===== src/rtl/seg7_scan.sv =====
// Multiplexed common-anode seven-segment driver with per-frame BCD snapshot and leading-zero blanking.
// Optional blinking is enabled by defining SEG7_BLINK_EN (adds the blink input and a frame counter).
module seg7_scan #(
    parameter int NDIG        = 4,
    parameter int REFRESH_DIV = 100000,
    parameter int BLINK_BIT   = 7
) (
    input  logic              clk,
    input  logic              rst,
    input  logic [4*NDIG-1:0] bcd,
    input  logic [NDIG-1:0]   dp,
    input  logic              lzb,
`ifdef SEG7_BLINK_EN
    input  logic              blink,
`endif
    output logic [NDIG-1:0]   an,
    output logic [6:0]        seg,
    output logic              dp_n
);

    localparam int CNT_W = $clog2(REFRESH_DIV);
    localparam int IDX_W = $clog2(NDIG);
    localparam logic [CNT_W-1:0] CNT_MAX = CNT_W'(REFRESH_DIV - 1);
    localparam logic [IDX_W-1:0] IDX_MAX = IDX_W'(NDIG - 1);

    if (NDIG < 2 || NDIG > 8) begin : g_bad_ndig
        $error("seg7_scan: NDIG must be 2..8");
    end
    if (REFRESH_DIV < 2) begin : g_bad_div
        $error("seg7_scan: REFRESH_DIV must be >= 2");
    end
    if (BLINK_BIT < 0) begin : g_bad_blink
        $error("seg7_scan: BLINK_BIT must be >= 0");
    end

    logic [CNT_W-1:0]  cnt;
    logic [IDX_W-1:0]  idx;
    logic [4*NDIG-1:0] snap_bcd;
    logic [NDIG-1:0]   snap_dp;
    logic              tick;
    logic              frame_end;
    logic              dark;

    logic [NDIG-1:0]   blank_vec;
    logic              zrun;
    logic [3:0]        cur_dig;
    logic              cur_dp;
    logic              cur_blank;
    logic [NDIG-1:0]   an_nxt;

    function automatic logic [6:0] seg_decode(input logic [3:0] d);
        logic [6:0] s;
        case (d)
            4'd0:    s = 7'h40;
            4'd1:    s = 7'h79;
            4'd2:    s = 7'h24;
            4'd3:    s = 7'h30;
            4'd4:    s = 7'h19;
            4'd5:    s = 7'h12;
            4'd6:    s = 7'h02;
            4'd7:    s = 7'h78;
            4'd8:    s = 7'h00;
            4'd9:    s = 7'h10;
            default: s = 7'h3F;
        endcase
        return s;
    endfunction

    assign tick      = (cnt == CNT_MAX);
    assign frame_end = tick && (idx == IDX_MAX);

    // Scan control: prescaler, digit index and frame snapshot
    always_ff @(posedge clk or posedge rst) begin
        if (rst) begin
            cnt      <= '0;
            idx      <= '0;
            snap_bcd <= '0;
            snap_dp  <= '0;
        end else begin
            if (tick) begin
                cnt <= '0;
                idx <= frame_end ? '0 : idx + IDX_W'(1);
            end else begin
                cnt <= cnt + CNT_W'(1);
            end
            if (frame_end) begin
                snap_bcd <= bcd;
                snap_dp  <= dp;
            end
        end
    end

`ifdef SEG7_BLINK_EN
    logic [BLINK_BIT:0] frame_cnt;

    always_ff @(posedge clk or posedge rst) begin
        if (rst) begin
            frame_cnt <= '0;
        end else if (frame_end) begin
            frame_cnt <= frame_cnt + (BLINK_BIT+1)'(1);
        end
    end

    assign dark = blink & frame_cnt[BLINK_BIT];
`else
    assign dark = 1'b0;
`endif

    // Digit select and blanking from the snapshot; lzb acts live
    always_comb begin
        zrun      = lzb;
        blank_vec = '0;
        for (int k = NDIG - 1; k >= 1; k--) begin
            zrun         = zrun & (snap_bcd[4*k +: 4] == 4'd0);
            blank_vec[k] = zrun;
        end
        cur_dig   = '0;
        cur_dp    = 1'b0;
        cur_blank = 1'b0;
        an_nxt    = '1;
        for (int k = 0; k < NDIG; k++) begin
            if (idx == IDX_W'(k)) begin
                cur_dig   = snap_bcd[4*k +: 4];
                cur_dp    = snap_dp[k];
                cur_blank = blank_vec[k];
                an_nxt[k] = 1'b0;
            end
        end
        if (cur_blank || dark) begin
            an_nxt = '1;
        end
    end

    // Registered pin drivers, one clock behind idx
    always_ff @(posedge clk or posedge rst) begin
        if (rst) begin
            an   <= '1;
            seg  <= 7'h7F;
            dp_n <= 1'b1;
        end else begin
            an   <= an_nxt;
            seg  <= seg_decode(cur_dig);
            dp_n <= ~cur_dp | cur_blank | dark;
        end
    end

endmodule


===== config.mk =====
export PLATFORM = sky130hd
export DESIGN_NAME = seg7_scan
export DESIGN_NICKNAME = d
export VERILOG_FILES = /design/src/rtl/seg7_scan.sv
export SDC_FILE = /design/constraint.sdc
export NUM_CORES = 1
export LEC_CHECK = 0
export BUFFER_PORTS_ARGS = -buffer_cell sky130_fd_sc_hd__buf_2
export CORE_ASPECT_RATIO = 0.5
export CORE_MARGIN = 2
export CORE_UTILIZATION = 55
export CTS_CLUSTER_DIAMETER = 60
export DETAILED_ROUTE_END_ITERATION = 10
export GPL_TIMING_DRIVEN = 0
export HOLD_SLACK_MARGIN = 0.12
export PLACE_DENSITY = 0.76
export SLEW_MARGIN = 5
export SYNTH_ARGS = -nofsm -noshare
export SYNTH_HDL_FRONTEND = slang
export SYNTH_SLANG_ARGS = --single-unit

===== constraint.sdc =====
create_clock -name clk -period 7.3 [get_ports clk]
set_clock_uncertainty 0.2 [all_clocks]
set_input_delay 1.46 -clock clk [delete_from_list [all_inputs] [get_ports clk]]
set_output_delay 1.46 -clock clk [all_outputs]
set_load 0.05 [all_outputs]

==> impl_metrics.tcl <==
set metrics [dict create \
    yosys.cell_types.count 43 \
    drc 0 \
    portBuffers 34 \
    r2r_start "idx[1]" \
    final_nets 286 \
    synth.area.top_cells "dfrtp_1 (38%), dfstp_2 (12%), mux2_4 (12%), ha_1 (5.4%), xnor2_1 (3.1%)" \
    synth.avg_cell_area_um2 12.1 \
    synth-xor-area-share 0.0414 \
    synthAdderAreaFrac 0.0542 \
    max-vdd-ir-drop_mv 0.0742 \
    clkSlewWorstSetupHoldPaths_ps 90 \
    hp-start "cnt[0]" \
    clk_path_buf_depth 2 \
    cts_resized 0 \
    crit_path_max_incr_delay_ps 520 \
    area_growth_pct 13.9 \
    netlist_area_um2 2540 \
    max_slew_margin 0.472 \
    gp_congestion 0.829 \
    synth-edff-count 0 \
    drive_gt1_frac 0.340 \
    io-pin-count 35 \
    synth-simple-area-share 0.134 \
    worst_slew_pin_slew_ps 793 \
    ant_nets 0 \
    postSynthCellCount 210 \
    synth.most_common_cell "dfrtp_1" \
    setup_viol 0 \
    grtUsageTotal 0.195 \
    fp.dieArea_um2 5210 \
    syn-num-nets 244 \
    wl_um 4590 \
    cts_setup_buffers 0 \
    cpLargestDelayFamily "flip-flops" \
    hpwl_um 3390 \
    arrival_ps 1080 \
    antenna_found_initial 0 \
    fp.dieW_um 100 \
    hold_end "cnt[0]" \
    ys_seq_area_frac 0.508 \
    synth_compound_area_frac 0.0946 \
    cp_slowest_cell "dfstp_2" \
    fin_area_um2 2890 \
    crit_start "an[1]" \
    r2r_cells 7 \
    drtIter0Drc 48 \
    num_vias 1699 \
    path_max_fanout 1 \
    whs_path_depth 1 \
    hp-class "flip-flop to flip-flop" \
    clk_latency_ps 300 \
    numCtsBuffers 5 \
    path_class "flip-flop to output pin" \
    tns_ps 0 \
    tritoncts "built" \
    antenna_cells 0 \
    die_height_um 52.1 \
    grt_pass1_vias 1683 \
    worstPathRequired_ps 5640 \
    grt_first_pass_wirelength_um 7730 \
    cts_sinks 51 \
    fin_crit_sh 0.375 \
    cp-end-kind "output pin" \
    path_cells "buf_2" \
    ys_ff_latch 51 \
    ys.flop_type "dfrtp_1" \
    timing.hold.ws_ps 296 \
    leakage_nw 1.38 \
    regToRegEndpoint "seg[5]" \
    drtPass1Iterations 4 \
    p_per_area_nw_per_um2 178 \
    rsz0062_at_grt "false" \
    fillers 332 \
    post-route-min-period_ps 2740 \
    place_ws_ps 4700 \
    fin_ws_ps 4560 \
    p_total_uw 515 \
    synth_top_family_by_area "simple AND/OR/NAND/NOR gates" \
    crit_buf_inv 1 \
    fmax_mhz 365 \
    vias_per_cell 5.48 \
    worst_setup_path_start_kind "flip-flop" \
    rows 17 \
    wl_per_cell_um 14.8 \
    rrSetupSlack_ps 4670 \
    start_util 0.574 \
    root_buffer "clkbuf_8" \
    async_flop_share 1.00 \
    synth_top_cell_by_area "dfrtp_1" \
    maxSlewViolCount 0 \
    grt_max_degree 28 \
    synthMuxAreaShare 0.131 \
    finalHoldViolCount 0 \
    grt-ovfl-total 0 \
    ctsHoldBuffers 0 \
    synth_common_cells "dfrtp_1 (39), mux2_4 (20), nand2_1 (13)" \
    synth_top_cell_area_share 0.384 \
    outcome "finished clean" \
    max-cap-violations 0 \
    yosysWarnings 0 \
    htreeDepth 2 \
    placed_area_um2 2800 \
    core_area_um2 4420 \
]
-- how the worst max path moves through the flow --
stage	endpoint	slack (ps)	depth (start not counted)
after global routing	seg[2]	4520	9
after CTS	an[1]	4550	1
after detailed placement	seg[5]	4700	7
after global placement	snap_bcd[14]	3870	2
final	an[1]	4560	1
after floorplan	cnt[0]	4430	1
-- where the power goes --
part	switching [mW]	internal (mW)
registers	0.00540	0.294
clock network	0.0871	0.0766
logic	0.0305	0.0211
-- per-stage QoR --
stage,util,std cells
floorplan,-,210
global placement,0.629,301
detailed placement,0.633,302
CTS,0.654,310
global route,0.654,310
finish,0.654,310
-- flip-flops by register name, indices dropped and copies added, names as in the netlist --
register	cells
idx	2
snap_dp	4
an	4
snap_bcd	16
dp_n	1
cnt	17
seg	7
-- worst register-to-register path, delay by kind of cell (launching register included) --
| kind | cells | cell delay [ps] |
|---|---|---|
| mux | 1 | 410 |
| compound gates | 2 | 860 |
| buf+inv | 2 | 290 |
| simple gates | 1 | 230 |
| fa+ha+maj | 1 | 210 |
| flops | 1 | 380 |
-- cell type report --
type | instances | area [um^2] | area share
Buffer | 8 | 46.3 | 0.0160
Clock buffer | 7 | 86.3 | 0.0298
Clock inverter | 1 | 5.00 | 0.00173
Inverter | 12 | 45.0 | 0.0156
Multi-Input combinational cell | 139 | 1160 | 0.400
Sequential cell | 51 | 1290 | 0.446
Tap cell | 57 | 71.3 | 0.0247
Timing Repair Buffer | 35 | 190 | 0.0657
-- layout by cell type (no fill, tap or decap), types with 2 or more instances in the layout --
cell,count
a211oi_1,4
a21o_1,2
a21oi_1,7
a221o_1,3
a22oi_1,2
a2bb2oi_1,2
a31oi_1,2
buf_2,35
buf_6,2
clkbuf_1,6
clkbuf_8,6
dfrtp_1,39
dfstp_2,12
ha_1,11
inv_1,11
mux2_2,2
mux2_4,20
nand2_1,13
nand3_1,7
nand3b_1,5
nand4_1,3
nor2_1,9
nor2b_1,3
nor3_1,4
nor3b_1,3
nor4_1,3
o21ai_0,7
xnor2_1,9
xor2_1,3
-- kinds of logic after synthesis --
kind of cell | Yosys count
XOR/XNOR | 12
AND/OR/NAND/NOR | 59
adder cells (fa/ha/maj) | 11
flip-flops | 51
buffers and inverters | 20
multiplexers | 23
AO/OA/AOI/OAI | 34
-- routing by layer --
| layer | wire (um) | up-vias | part of all wire | global-route usage |
|---|---|---|---|---|
| li1 | - | 823 | - | - |
| met1 | 2070 | 832 | 0.45 | 0.231 |
| met2 | 2260 | 32 | 0.49 | 0.354 |
| met3 | 156 | 12 | 0.034 | 0.0417 |
| met4 | 96 | 0 | 0.021 | 0.0776 |
| met5 | 0 | - | 0 | 0 |
Note: power is estimated with default switching activity, not from simulation.
